<file path="src/rtl/int_iq_dispatch_slot_allocator.sv">
// Integer issue queue dispatch-side slot allocator: per-entry lifecycle
// tracking (free/valid/issued), dual-slot dispatch grants, issue handling,
// load-speculation hold window with replay on wake-up kill, and flush.
module int_iq_dispatch_slot_allocator #(
    parameter int unsigned IQ_NUM   = 8,
    parameter int unsigned IQ_WIDTH = 3,
    parameter int unsigned SPEC_LAT = 2
) (
    input  logic                clk,
    input  logic                rst_n,
    input  logic                disp_req0,
    input  logic                disp_req1,
    output logic                disp_stall,
    output logic [IQ_WIDTH-1:0] dispatch_slot_idx0,
    output logic [IQ_WIDTH-1:0] dispatch_slot_idx1,
    output logic                dispatch_instr0_valid,
    output logic                dispatch_instr1_valid,
    input  logic [IQ_WIDTH-1:0] issue_slot_idx0,
    input  logic [IQ_WIDTH-1:0] issue_slot_idx1,
    input  logic                issue_slot_idx0_valid,
    input  logic                issue_slot_idx1_valid,
    input  logic                issue_slot_idx0_is_poison,
    input  logic                issue_slot_idx1_is_poison,
    input  logic                load_wake_up_kill,
    input  logic                recovery_flush,
    output logic [IQ_NUM-1:0]   entry_valid,
    output logic [IQ_WIDTH:0]   free_count,
    output logic                alloc_err
);

    localparam int unsigned CNT_W = IQ_WIDTH + 1;
    localparam int unsigned TMR_W = 2;

    typedef enum logic [1:0] {
        ST_FREE   = 2'd0,
        ST_VALID  = 2'd1,
        ST_ISSUED = 2'd2
    } entry_state_e;

    entry_state_e     state_q [IQ_NUM];
    entry_state_e     state_d [IQ_NUM];
    logic [TMR_W-1:0] timer_q [IQ_NUM];
    logic [TMR_W-1:0] timer_d [IQ_NUM];
    logic [IQ_NUM-1:0] poison_q, poison_d;
    logic [CNT_W-1:0]  free_count_q, free_count_d;
    logic              alloc_err_q, alloc_err_d;

    logic [IQ_WIDTH-1:0] idx0_c, idx1_c;
    logic                found0_c, found1_c;
    logic                req0_c, req1_c;
    logic [CNT_W-1:0]    need_c;
    logic                stall_c, grant0_c, grant1_c;
    logic [IQ_NUM-1:0]   hit0_c, hit1_c, valid_c;

    // Pick the two lowest free slots from registered state and decide the atomic pair grant
    always_comb begin
        idx0_c   = '0;
        idx1_c   = '0;
        found0_c = 1'b0;
        found1_c = 1'b0;
        for (int i = 0; i < IQ_NUM; i++) begin
            if (state_q[i] == ST_FREE) begin
                if (!found0_c) begin
                    idx0_c   = IQ_WIDTH'(i);
                    found0_c = 1'b1;
                end else if (!found1_c) begin
                    idx1_c   = IQ_WIDTH'(i);
                    found1_c = 1'b1;
                end
            end
        end
        req0_c   = disp_req0;
        req1_c   = disp_req0 & disp_req1;
        need_c   = CNT_W'(req0_c) + CNT_W'(req1_c);
        stall_c  = need_c > free_count_q;
        grant0_c = req0_c & ~stall_c & ~recovery_flush;
        grant1_c = req1_c & ~stall_c & ~recovery_flush;
    end

    // Decode which entries each issue port names, and which entries are VALID
    always_comb begin
        hit0_c  = '0;
        hit1_c  = '0;
        valid_c = '0;
        for (int i = 0; i < IQ_NUM; i++) begin
            hit0_c[i]  = issue_slot_idx0_valid && (issue_slot_idx0 == IQ_WIDTH'(i));
            hit1_c[i]  = issue_slot_idx1_valid && (issue_slot_idx1 == IQ_WIDTH'(i));
            valid_c[i] = (state_q[i] == ST_VALID);
        end
    end

    // Per-entry next state, free count of the next state, sticky issue error
    always_comb begin
        state_d      = state_q;
        timer_d      = timer_q;
        poison_d     = poison_q;
        free_count_d = '0;
        alloc_err_d  = alloc_err_q;
        if ((issue_slot_idx0_valid && ((hit0_c & valid_c) == '0)) ||
            (issue_slot_idx1_valid && ((hit1_c & valid_c) == '0))) begin
            alloc_err_d = 1'b1;
        end
        for (int i = 0; i < IQ_NUM; i++) begin
            case (state_q[i])
                ST_FREE: begin
                    if ((grant0_c && idx0_c == IQ_WIDTH'(i)) ||
                        (grant1_c && idx1_c == IQ_WIDTH'(i))) begin
                        state_d[i] = ST_VALID;
                    end
                end
                ST_VALID: begin
                    if (hit0_c[i] || hit1_c[i]) begin
                        state_d[i]  = ST_ISSUED;
                        timer_d[i]  = TMR_W'(SPEC_LAT);
                        poison_d[i] = (hit0_c[i] & issue_slot_idx0_is_poison) |
                                      (hit1_c[i] & issue_slot_idx1_is_poison);
                    end
                end
                ST_ISSUED: begin
                    // A kill on a poisoned entry beats timer expiry and re-arms it
                    if (poison_q[i] && load_wake_up_kill) begin
                        state_d[i]  = ST_VALID;
                        timer_d[i]  = '0;
                        poison_d[i] = 1'b0;
                    end else if (timer_q[i] == TMR_W'(1)) begin
                        state_d[i]  = ST_FREE;
                        timer_d[i]  = '0;
                        poison_d[i] = 1'b0;
                    end else begin
                        timer_d[i] = timer_q[i] - TMR_W'(1);
                    end
                end
                default: begin
                    state_d[i] = ST_FREE;
                end
            endcase
            if (recovery_flush) begin
                state_d[i]  = ST_FREE;
                timer_d[i]  = '0;
                poison_d[i] = 1'b0;
            end
            if (state_d[i] == ST_FREE) begin
                free_count_d = free_count_d + CNT_W'(1);
            end
        end
    end

    // State registers
    always_ff @(posedge clk or negedge rst_n) begin
        if (!rst_n) begin
            for (int i = 0; i < IQ_NUM; i++) begin
                state_q[i] <= ST_FREE;
                timer_q[i] <= '0;
            end
            poison_q     <= '0;
            free_count_q <= CNT_W'(IQ_NUM);
            alloc_err_q  <= 1'b0;
        end else begin
            for (int i = 0; i < IQ_NUM; i++) begin
                state_q[i] <= state_d[i];
                timer_q[i] <= timer_d[i];
            end
            poison_q     <= poison_d;
            free_count_q <= free_count_d;
            alloc_err_q  <= alloc_err_d;
        end
    end

    // Dispatch outputs are held at zero while reset is asserted
    assign disp_stall            = rst_n & stall_c;
    assign dispatch_slot_idx0    = rst_n ? idx0_c : '0;
    assign dispatch_slot_idx1    = rst_n ? idx1_c : '0;
    assign dispatch_instr0_valid = rst_n & grant0_c;
    assign dispatch_instr1_valid = rst_n & grant1_c;
    assign entry_valid           = valid_c;
    assign free_count            = free_count_q;
    assign alloc_err             = alloc_err_q;

endmodule
</file>
<file path="config.mk">
export PLATFORM = sky130hd
export DESIGN_NAME = int_iq_dispatch_slot_allocator
export DESIGN_NICKNAME = d
export VERILOG_FILES = /design/src/rtl/int_iq_dispatch_slot_allocator.sv
export SDC_FILE = /design/constraint.sdc
export NUM_CORES = 1
export LEC_CHECK = 0
export ABC_AREA = 1
export ABC_CLOCK_PERIOD_IN_PS = 6890
export BUFFER_PORTS_ARGS = -buffer_cell sky130_fd_sc_hd__buf_4
export CAP_MARGIN = 10
export CORE_ASPECT_RATIO = 1.75
export CORE_MARGIN = 4
export CORE_UTILIZATION = 50
export DETAILED_ROUTE_END_ITERATION = 8
export PLACE_DENSITY = 0.69
export SYNTH_ARGS = -nofsm -noshare
export SYNTH_HDL_FRONTEND = slang
export SYNTH_SLANG_ARGS = --single-unit
</file>
<file path="constraint.sdc">
create_clock -name clk -period 6.89 [get_ports clk]
set_input_delay 1.0335 -clock clk [delete_from_list [all_inputs] [get_ports clk]]
set_output_delay 1.0335 -clock clk [all_outputs]
set_load 0.02 [all_outputs]
</file>
* Word-level counts from Yosys, hierarchy flattened
Index checks and enable logic that the tools add are counted. W data, S select, Z words.
Cells by class: $add $sub $neg 16, order comparisons 1, equality and inequality tests 68, multiplexer cells 191, bitwise logic cells 36, reductions and logical operators 105
Operators with widths (number):
- $mux W2 | 72
- $mux W3 | 32
- $mux W1 | 56
- $eq A3 B3 Y1 const B | 16
- $pmux W2 S3 | 8
- $logic_and A1 B1 Y1 | 42
- $eq A2 B1 Y1 const B | 16
- $logic_not A2 Y1 | 16
- $ne A4 B4 Y1 const B | 8
- $pmux W2 S2 | 8
- $add A4 B1 Y4 const B | 7
- $mux W4 | 7
- $and A1 B1 Y1 | 24
- $eq A3 B2 Y1 const B | 8
- $ne A3 B2 Y1 const B | 8
- $reduce_and A3 Y1 | 8
- $reduce_bool A3 Y1 | 8
- $logic_or A1 B1 Y1 | 17
- $and A8 B8 Y8 | 2
- $eq A2 B2 Y1 const B | 8
- $logic_not A8 Y1 | 2
- $pmux W1 S2 | 8
- $reduce_and A2 Y1 | 8
- $sub A2 B1 Y2 const B | 8
- other kinds (6) | 20
Storage, ports and cells: bits in registers 45, bits of input ports 16, output and inout port bits 22

* Longest topological paths before layout
Gate-level depths: netlist of the first run.
word-level depth 44, gate-level depth with buffers 45, gate-level depth less buffers 45

* Least setup slack after synthesis of the first run
No wires, ideal clock.
kind input-to-reg, from input disp_req0, to register free_count_q[1], in the netlist free_count[1], arrival 5.174 ns, required time 6.765 ns, path slack 1.592 ns, cell stages on the path 32, path buffers 0, cell sequence nand2_1 > inv_1 > ha_1 > inv_1 > nor2_1 > o211ai_1 > nand3_1 > nor2_1 > inv_1 > nor2_2 > nand2_1 > nand2_1 > nand2_1 > nand2_2 > nand2_2 > nand2_4 > ha_1 > inv_1 > nand2_4 > nand2_4 > inv_1 > ha_1 > nand2_1 > nand2_1 > o21ai_0 > nand2_1 > ha_1 > or2_2 > nand2_2 > o21ai_1 > ha_1 > mux2_2
Between the ends: cells in the longest elaborated chain, start to end 27, elaborated cells on any way between the ends 79, classes of those cells add/sub: 8; order compare: 1; mux: 32; bitwise: 6; reduce/logical: 32
Ends and longest elaborated chain:
- start: declaration | line 11 | input logic disp_req0,
- $and A1 B1 Y1 | line 73 | req1_c = disp_req0 & disp_req1;
- $add A1 B1 Y2 | line 74 | need_c = CNT_W'(req0_c) + CNT_W'(req1_c);
- $gt A2 B4 Y1 | line 75 | stall_c = need_c > free_count_q;
- $not A1 Y1 | line 76, 77
- $and A1 B1 Y1, on equally long branches (2 in a row) | line 76, 77
- $logic_and A1 B1 Y1, on equally long branches | line 106, 107
- $logic_or A1 B1 Y1 | line 106 | if ((grant0_c && idx0_c == IQ_WIDTH'(i)) ||
- $mux W2 | line 106
- [... 11 more ...]
- $mux W4 | line 142 | if (state_d[i] == ST_FREE) begin
- $add A4 B1 Y4 | line 143 | free_count_d = free_count_d + CNT_W'(1);
- $mux W4 | line 142
- $add A4 B1 Y4 | line 143
- $mux W4 | line 142
- $add A4 B1 Y4 | line 143
- $mux W4 (*) | line 142
- net free_count_d[1] | line 45 | logic [CNT_W-1:0] free_count_q, free_count_d;
- end signal: assignment | line 156 | free_count_q <= CNT_W'(IQ_NUM);
- end signal: assignment | line 164 | free_count_q <= free_count_d;
- end: declaration | line 45
The timed path passes the listed nets; every way through them passes the cells marked *. A chain may end at the register's enable or synchronous reset.

* Worst setup path after layout of the first run
Ends and elaborated chain as after synthesis.

==> results.cfg, run 1 <==
[synthesis]
synth_largest_area_cell = dfrtp_1
synth.avg_cell_area_sq_um = 6.58
synthesis.area_sq_um = 4390
yosys-top-cells-area = dfrtp_1 25%, nand2_1 13%, inv_1 11%
ys_ff_latch = 45
syn_nets = 705
synth_edf_count = 0
yosys_warnings = 0
netlist-cell-type-count = 49
netlist_instances = 667
yosys_most_used_dff = dfrtp_1
ys_seq_area_share_pct = 25.7
yosysTopAreaCellShare_pct = 25.1
async_reset_ff_share_pct = 100

[clock_network]
cts.sinks = 45
max-clock-path-buffers = 2
cts.repair.resized = 0
cts-root-buf = clkbuf_16
clock_latency_ns = 0.29
cts_made_buffers = 5
cts_tree = built
cts.clk_slew.worst_paths_ns = 0.06
cts_setup_buffers = 0
cts_max_level = 2
cts_hold_buf = 0

[setup_path]
rr_worst_depth = 36
arrival_ns = 5.88
worstPathRequired_ns = 7.06
cpPeakStageDelay_ns = 0.33
cpMostUsedCell = nand2_1
rr_endpoint = free_count[1]$_DFF_PN0_
worstSetupPathType = in -> reg
rrSetupSlack_ns = 1.38
cp-end-kind = flop
path_max_fanout = 7
startpoint_type = primary input
critPathSlowestCell = nor2_1
rr_startpoint = state_q[13]$_DFF_PN0_
worstSetupStartpoint = disp_req0

[placement]
dp_hpwl_um = 9320
io_buffers = 37
dp_cells = 815
place_congestion = 0.889
dpl_worst_slack_ns = 0.880

[timing]
setup-tns-final_ns = 0
skew_ns = 0.00592
layout_setup_ws_ns = 1.19
fin_crit_ns = 5.70
setup_viol = 0
drv_slew = 0
fmax_mhz = 175
rsz0062_at_grt = no
timing.final.crit_share_pct = 82.8
worst_pin_slew_ns = 0.649
slew_headroom_pct = 56.8
hold_violations = 0

[global_route]
grt_first_pass_wirelength_um = 18900
grt_pass1_vias = 4150
antenna_found_initial = 0
track_usage_pct = 22.8
gr-total-overflow = 0
grt_max_degree = 50

[drt]
routed_wl_um = 11200
drt_iter0_markers = 246
route.detailed.drc = 0
vias_per_cell = 5.12
wl_per_cell_um = 13.7
postRouteAntennaNets = 0
via_count = 4213
firstDrtPassIters = 5

[die]
coreArea_sq_um = 8610
die_area_sq_um = 10400
fp.dieW_um = 78.8
rows = 45
die_h_um = 132
initial_core_util_pct = 51.0
boundaryPins = 38

[worst_hold_path]
min_to = timer_q[13]$_DFFE_PN0P_
min_path_type = reg -> reg
hp-start = timer_q[13]$_DFFE_PN0P_
min_path_cells = 2

[cells_and_area]
final_layout_size_suffix_gt1_share_pct = 20.1
layout.nets = 743
fin_util_pct = 57.6
diodes = 0
syn_to_final_growth_pct = 13.0
num-fill-cells = 854
final_cells = 823

[power_and_ir_drop]
total_power_mw = 1.20
p_per_area_nw_per_um2 = 241
p_leak_nw = 2.78
ir_worst_vdd_mv = 0.317

[job]
maxCapViolCount = 0

[run_status]
status = completed
==> cell usage in the layout, fill, tap and decap left out, drive strengths merged, types with 2 or more instances in the layout <==
cell type,synthesis,layout
o21bai,2,2
nor3,5,5
clkbuf,5,7
inv,139,139
buf,2,38
nand3,50,50
o21ai,37,37
o2111ai,2,2
o211ai,3,3
nor2,93,93
o31ai,6,6
o22ai,9,9
a31oi,7,7
a211oi,3,3
a21oi,24,24
nand4,5,5
or2,4,4
o41ai,2,2
nand2,190,190
dfrtp,44,44
ha,22,22
==> power breakdown <==
group / leakage, nW / total [mW] / switching (mW) / internal (mW)
Sequential: 0.596 / 0.304 / 0.0112 / 0.292
Combinational: 2.10 / 0.610 / 0.372 / 0.237
Clock: 0.0841 / 0.283 / 0.102 / 0.181
==> cell type report <==
type	count	area, sq um	area share (%)
Timing Repair Buffer	38	285	5.75
Multi-Input combinational cell	475	2700	54.5
Sequential cell	45	1130	22.7
Inverter	140	527	10.6
Clock buffer	7	143	2.87
Tap cell	117	146	2.95
Clock inverter	1	30.0	0.605
==> sequential cells by signal, summed over array words and instances, names as in the netlist <==
signal	cells
alloc_err	1
timer_q	16
free_count	4
poison_q	8
state_q	16
==> how the worst max path moves through the flow <==
stage	depth (start not counted)	slack [ns]	endpoint
floorplan	32	1.59	free_count[1]$_DFF_PN0_
global placement	33	1.13	free_count[1]$_DFF_PN0_
detailed placement	33	0.88	free_count[1]$_DFF_PN0_
CTS	33	1.18	free_count[1]$_DFF_PN0_
global route	32	0.76	free_count[1]$_DFF_PN0_
finish	33	1.19	free_count[1]$_DFF_PN0_
==> metrics by stage <==
step	hold WS, ns	cell area (sq um)
finish	0.485	4960
floorplan	0.452	4390
detailed placement	0.470	4790
CTS	0.486	4960
global placement	0.467	4790
global route	0.512	4960
==> Yosys cell counts (all sizes together), types with 6 or more instances <==
| cell | number |
|---|---|
| nand2 | 190 |
| inv | 139 |
| nor2 | 93 |
| nand3 | 50 |
| dfrtp | 44 |
| o21ai | 37 |
| a21oi | 24 |
| ha | 22 |
| o22ai | 9 |
| a31oi | 7 |
| o31ai | 6 |
==> critical path: cells and delay by family <==
kind	cells	cell delay, ns
AO/OA/AOI/OAI	3	0.49
adder cells (fa/ha/maj)	5	1.43
buffers and inverters	6	0.52
multiplexers	1	0.26
AND/OR/NAND/NOR	18	2.15
==> per-layer routing <==
metal / wire length, um / track usage, % / vias up / part of all wire [%]
li1: - / - / 2191 / -
met2: 6120 / 42.8 / 71 / 54
met3: 305 / 1.92 / 21 / 2.7
met1: 4500 / 25.3 / 1930 / 40
met5: 0 / 0 / - / 0
met4: 320 / 10.1 / 0 / 2.8
==> cells by family after synthesis <==
group / synth area share, %
flops: 25.7
xor+xnor: 0.399
mux: 0.256
fa+ha+maj: 6.27
buf+inv: 12.8
compound gates: 14.4
simple gates: 40.3
Note: power is estimated with default switching activity, not from simulation.
==> run 2: changes to the inputs <==
--- a/config.mk
+++ b/config.mk
@@ -6,7 +6,7 @@
 export NUM_CORES = 1
 export LEC_CHECK = 0
 export ABC_AREA = 1
-export ABC_CLOCK_PERIOD_IN_PS = 6890
+export ABC_CLOCK_PERIOD_IN_PS = 5900
 export BUFFER_PORTS_ARGS = -buffer_cell sky130_fd_sc_hd__buf_4
 export CAP_MARGIN = 10
 export CORE_ASPECT_RATIO = 1.75
==> constraint.sdc (replaced) <==
create_clock -name clk -period 5.9 [get_ports clk]
set_input_delay 0.885 -clock clk [delete_from_list [all_inputs] [get_ports clk]]
set_output_delay 0.885 -clock clk [all_outputs]
set_load 0.02 [all_outputs]
==> results.cfg, run 2 (synthesis gave the netlist of run 1 again) <==
[timing]
worst_pin_slew_ns = 0.646
slew_headroom_pct = 56.9
fin_crit_ns = 5.41
skew_ns = 0.00493
timing.hold.ws_ns = 0.483
setup_viol = 0
drv_slew = 0
hold_violations = 0
fmax_mhz = 185
timing.final.crit_share_pct = 91.7
setup-tns-final_ns = 0
rsz0062_at_grt = no

[placement]
place_congestion = 0.931
dp_cells = 818
dp_hpwl_um = 9590
io_buffers = 37
place_area_sq_um = 4810

[global_route]
antenna_found_initial = 0
track_usage_pct = 23.3
grt_pass1_vias = 4296
grt_max_degree = 50
gr-total-overflow = 0
grt_first_pass_wirelength_um = 19500

[setup_path]
cpPeakStageDelay_ns = 0.39
path_max_fanout = 4
critPathSlowestCell = dfrtp_1
worstSetupPathType = reg -> reg
cp-end-kind = flop
rr_startpoint = state_q[15]$_DFF_PN0_
worstSetupStartpoint = state_q[15]$_DFF_PN0_
startpoint_type = flop
cpMostUsedCell = nand2_1
arrival_ns = 5.59
worstPathRequired_ns = 6.08

[drt]
postRouteAntennaNets = 0
routed_wl_um = 11500
via_count = 4337
wl_per_cell_um = 13.9
route.detailed.drc = 0
vias_per_cell = 5.25
firstDrtPassIters = 5
drt_iter0_markers = 208

[cells_and_area]
design_area_sq_um = 4960
num-fill-cells = 869
syn_to_final_growth_pct = 13.0
final_layout_size_suffix_gt1_share_pct = 20.6
final_cells = 826
layout.area.seq_sq_um = 1130
layout.nets = 746
layout_common_cells = 148 x nand2_1, 127 x inv_1, 80 x nor2_1
diodes = 0
top_regs = state_q (16), timer_q (16), poison_q (8)
multi_input_area_sq_um = 2700
final_common_cell = nand2_1

[clock_network]
cts_tree = built
cts_hold_buf = 0
cts_setup_buffers = 0
cts.sinks = 45
max-clock-path-buffers = 2
cts_made_buffers = 5
cts_max_level = 2
cts.repair.resized = 0
clock_latency_ns = 0.29
cts-root-buf = clkbuf_16
cts.clk_slew.worst_paths_ns = 0.07

[power_and_ir_drop]
total_power_mw = 1.36
ir_worst_vdd_mv = 0.314
p_per_area_nw_per_um2 = 274
p_leak_nw = 2.78

[die]
boundaryPins = 38
initial_core_util_pct = 51.0
die_area_sq_um = 10400
coreArea_sq_um = 8610
die_h_um = 132
rows = 45
fp.dieW_um = 78.8

[job]
maxCapViolCount = 0

[worst_hold_path]
min_path_type = reg -> reg
hp-start = timer_q[13]$_DFFE_PN0P_

[run_status]
status = completed
run 2: changes by cell type in the layout (fill, tap and decap cells not counted), sizes merged:
cell	change
buf	+3
clkinv	+2
clkbuf	-1
bufinv	-1
run 2: metrics by stage:
stage,worst slack [ns],utilization (%)
2_1_floorplan,0.750,-
3_3_place_gp,0.558,55.9
3_5_place_dp,0.353,55.9
4_1_cts,0.494,57.6
5_1_grt,0.0549,57.6
6_report,0.488,57.6
run 2: cell type report:
type | instances | share of cell area [%]
multi-input combinational | 475 | 54.5
tap | 117 | 2.95
clock buffer | 6 | 2.80
inverter | 140 | 10.6
timing repair buffer | 41 | 6.20
clock inverter | 2 | 0.277
sequential | 45 | 22.7
run 2: metal layers:
layer / share of wire [%] / track usage, % / routed length [um] / vias to the layer above
li1: - / - / - / 2194
met1: 38 / 25.4 / 4380 / 2005
met2: 54 / 43.5 / 6200 / 107
met3: 3.6 / 2.53 / 409 / 31
met4: 4.4 / 11.5 / 503 / 0
met5: 0 / 0 / 0 / -
run 2: final timing paths:
path                                                 to  slack (ns)  cells past startpoint
worst max-delay path            free_count[1]$_DFF_PN0_        0.49                     37
worst min-delay path            timer_q[13]$_DFFE_PN0P_        0.48                      2
worst max register to register  free_count[1]$_DFF_PN0_        0.49                     37
worst min register to register  timer_q[13]$_DFFE_PN0P_        0.48                      2
max in group asynchronous       poison_q[2]$_DFFE_PN0P_        4.85                      1
min in group asynchronous        timer_q[5]$_DFFE_PN0P_        0.61                      1
run 2: power by group:
group          internal [mW]  total [mW]  leakage, nW  switching [mW]
registers              0.341       0.356        0.596          0.0147
logic                  0.279       0.714         2.11           0.435
clock network          0.169       0.291       0.0768           0.122
run 2: critical path: cells and delay by family, from the launching register on:
| family | cells | cell delay (ns) |
|---|---|---|
| buffers and inverters | 4 | 0.35 |
| adders and majority gates | 5 | 1.31 |
| and+or+nand+nor | 23 | 2.41 |
| DFF | 1 | 0.39 |
| muxes | 1 | 0.26 |
| AOI/OAI and AO/OA | 4 | 0.56 |
==> run 3: changes to the inputs <==
--- a/config.mk
+++ b/config.mk
@@ -9,11 +9,11 @@
 export ABC_CLOCK_PERIOD_IN_PS = 5900
 export BUFFER_PORTS_ARGS = -buffer_cell sky130_fd_sc_hd__buf_4
 export CAP_MARGIN = 10
-export CORE_ASPECT_RATIO = 1.75
 export CORE_MARGIN = 4
 export CORE_UTILIZATION = 50
 export DETAILED_ROUTE_END_ITERATION = 8
 export PLACE_DENSITY = 0.69
+export REMOVE_ABC_BUFFERS = 1
 export SYNTH_ARGS = -nofsm -noshare
 export SYNTH_HDL_FRONTEND = slang
 export SYNTH_SLANG_ARGS = --single-unit
==> results.cfg, run 3 (synthesis gave the netlist of run 1 again) <==
[timing]
setup-tns-final_ns = 0
setup_viol = 0
drv_slew = 0
hold_violations = 0
worst_pin_slew_ns = 0.642
skew_ns = 0.0189
fin_crit_ns = 5.38
fmax_mhz = 186
timing.final.crit_share_pct = 91.2
layout_setup_ws_ns = 0.520
rsz0062_at_grt = no
slew_headroom_pct = 57.2

[placement]
place_congestion = 0.966
dpl_worst_slack_ns = 0.326
io_buffers = 37
dp_hpwl_um = 9020

[drt]
firstDrtPassIters = 5
drt_iter0_markers = 248
vias_per_cell = 5.23
routed_wl_um = 11100
wl_per_cell_um = 13.6
route.detailed.drc = 0
via_count = 4255
postRouteAntennaNets = 0

[cells_and_area]
layout.nets = 746
num-fill-cells = 819
syn_to_final_growth_pct = 11.9
diodes = 0
multi_input_area_sq_um = 2700
layout_common_cells = 148 x nand2_1, 127 x inv_1, 80 x nor2_1
final_common_cell = nand2_1
top_regs = state_q (16), timer_q (16), poison_q (8)
layout.area.seq_sq_um = 1130
final_layout_size_suffix_gt1_share_pct = 20.6

[job]
maxCapViolCount = 0

[power_and_ir_drop]
p_sw_share_pct = 43.1
switchingPower_uw = 568
pwr-share-seq_pct = 27.1
p_clk_share_pct = 18.8
p_comb_share_pct = 54.1
p_per_area_nw_per_um2 = 268
internal_power_uw = 751
p_leak_nw = 2.76
ir_worst_vdd_mv = 0.291

[clock_network]
cts_setup_buffers = 0
max-clock-path-buffers = 2
cts-root-buf = clkbuf_8
cts.repair.resized = 0
cts_made_buffers = 5
cts.sinks = 45
cts_tree = built
cts_max_level = 2
clock_latency_ns = 0.31
cts_hold_buf = 0
cts.clk_slew.worst_paths_ns = 0.11

[die]
boundaryPins = 38
initial_core_util_pct = 52.4
coreArea_sq_um = 8380
die_area_sq_um = 10300
rows = 33
fp.dieW_um = 102
die_h_um = 102

[setup_path]
worstPathRequired_ns = 6.09
path_max_fanout = 5
rr_endpoint = free_count[1]$_DFF_PN0_
rr_startpoint = state_q[13]$_DFF_PN0_
arrival_ns = 5.57
startpoint_type = flop
worstSetupPathType = reg -> reg
cpPeakStageDelay_ns = 0.42
critPathSlowestCell = dfrtp_1
rrSetupSlack_ns = 0.52
rr_worst_depth = 38
cpMostUsedCell = nand2_1
cp-end-kind = flop

[worst_hold_path]
min_to = timer_q[13]$_DFFE_PN0P_
hp-start = timer_q[13]$_DFFE_PN0P_
min_path_type = reg -> reg
min_path_cells = 2

[global_route]
grt.busiest_layer = met2
grt_util_met2_pct = 38.4
met1_usage_pct = 31.2
antenna_found_initial = 0
grt_max_degree = 50
grt_first_pass_wirelength_um = 19100
grt_pass1_vias = 4130
use_met3_pct = 2.48
gr-total-overflow = 0
track_usage_pct = 22.8

[run_status]
status = completed
==> run 3: stage by stage <==
step                      hold WS, ns  cells  area (sq um)  utilization, %  power, mW
after global routing            0.524    814          4910            58.6       1.45
after global placement          0.467    806          4800            57.2       1.06
after detailed placement        0.475    806          4800            57.2       1.08
after CTS                       0.499    814          4910            58.6       1.33
after floorplan                 0.452    660          4360               -      0.921
final                           0.497    814          4910            58.6       1.32
==> run 3: worst max-delay path by stage <==
stage | start | to | slack, ns
final | state_q[13]$_DFF_PN0_ | free_count[1]$_DFF_PN0_ | 0.52
after global placement | disp_req0 | free_count[1]$_DFF_PN0_ | 0.53
after CTS | state_q[13]$_DFF_PN0_ | free_count[1]$_DFF_PN0_ | 0.53
after detailed placement | disp_req0 | free_count[1]$_DFF_PN0_ | 0.33
after floorplan | recovery_flush | free_count[1]$_DFF_PN0_ | 0.67
after global routing | state_q[13]$_DFF_PN0_ | free_count[1]$_DFF_PN0_ | 0.04
==> run 3: cell type report <==
type	instances	area share, %
Clock buffer	5	1.40
Tap cell	105	2.67
Timing Repair Buffer	41	6.26
Sequential cell	45	22.9
Inverter	140	10.7
Clock inverter	3	0.993
Multi-Input combinational cell	475	55.0
==> run 3: worst max-delay path: cells and delay by family, from the launching register on <==
family / cells / cell delay (ns)
buffers and inverters: 6 / 0.56
muxes: 1 / 0.26
and+or+nand+nor: 24 / 2.35
AOI/OAI and AO/OA: 2 / 0.30
DFF: 1 / 0.42
adders and majority gates: 5 / 1.37
==> run 3: power groups by stage <==
stage	clock network, mW	logic (mW)	registers, mW
floorplan	0	0.545	0.376
global placement	0	0.701	0.362
detailed placement	0	0.718	0.362
CTS	0.254	0.721	0.356
global route	0.269	0.820	0.360
finish	0.248	0.713	0.357
==> run 3: routing by layer <==
layer,vias to the layer above,wire (um),share of wire [%]
met3,14,426,3.8
met2,87,5270,47
met5,-,0,0
met1,1973,5220,47
li1,2181,-,-
met4,0,179,1.6
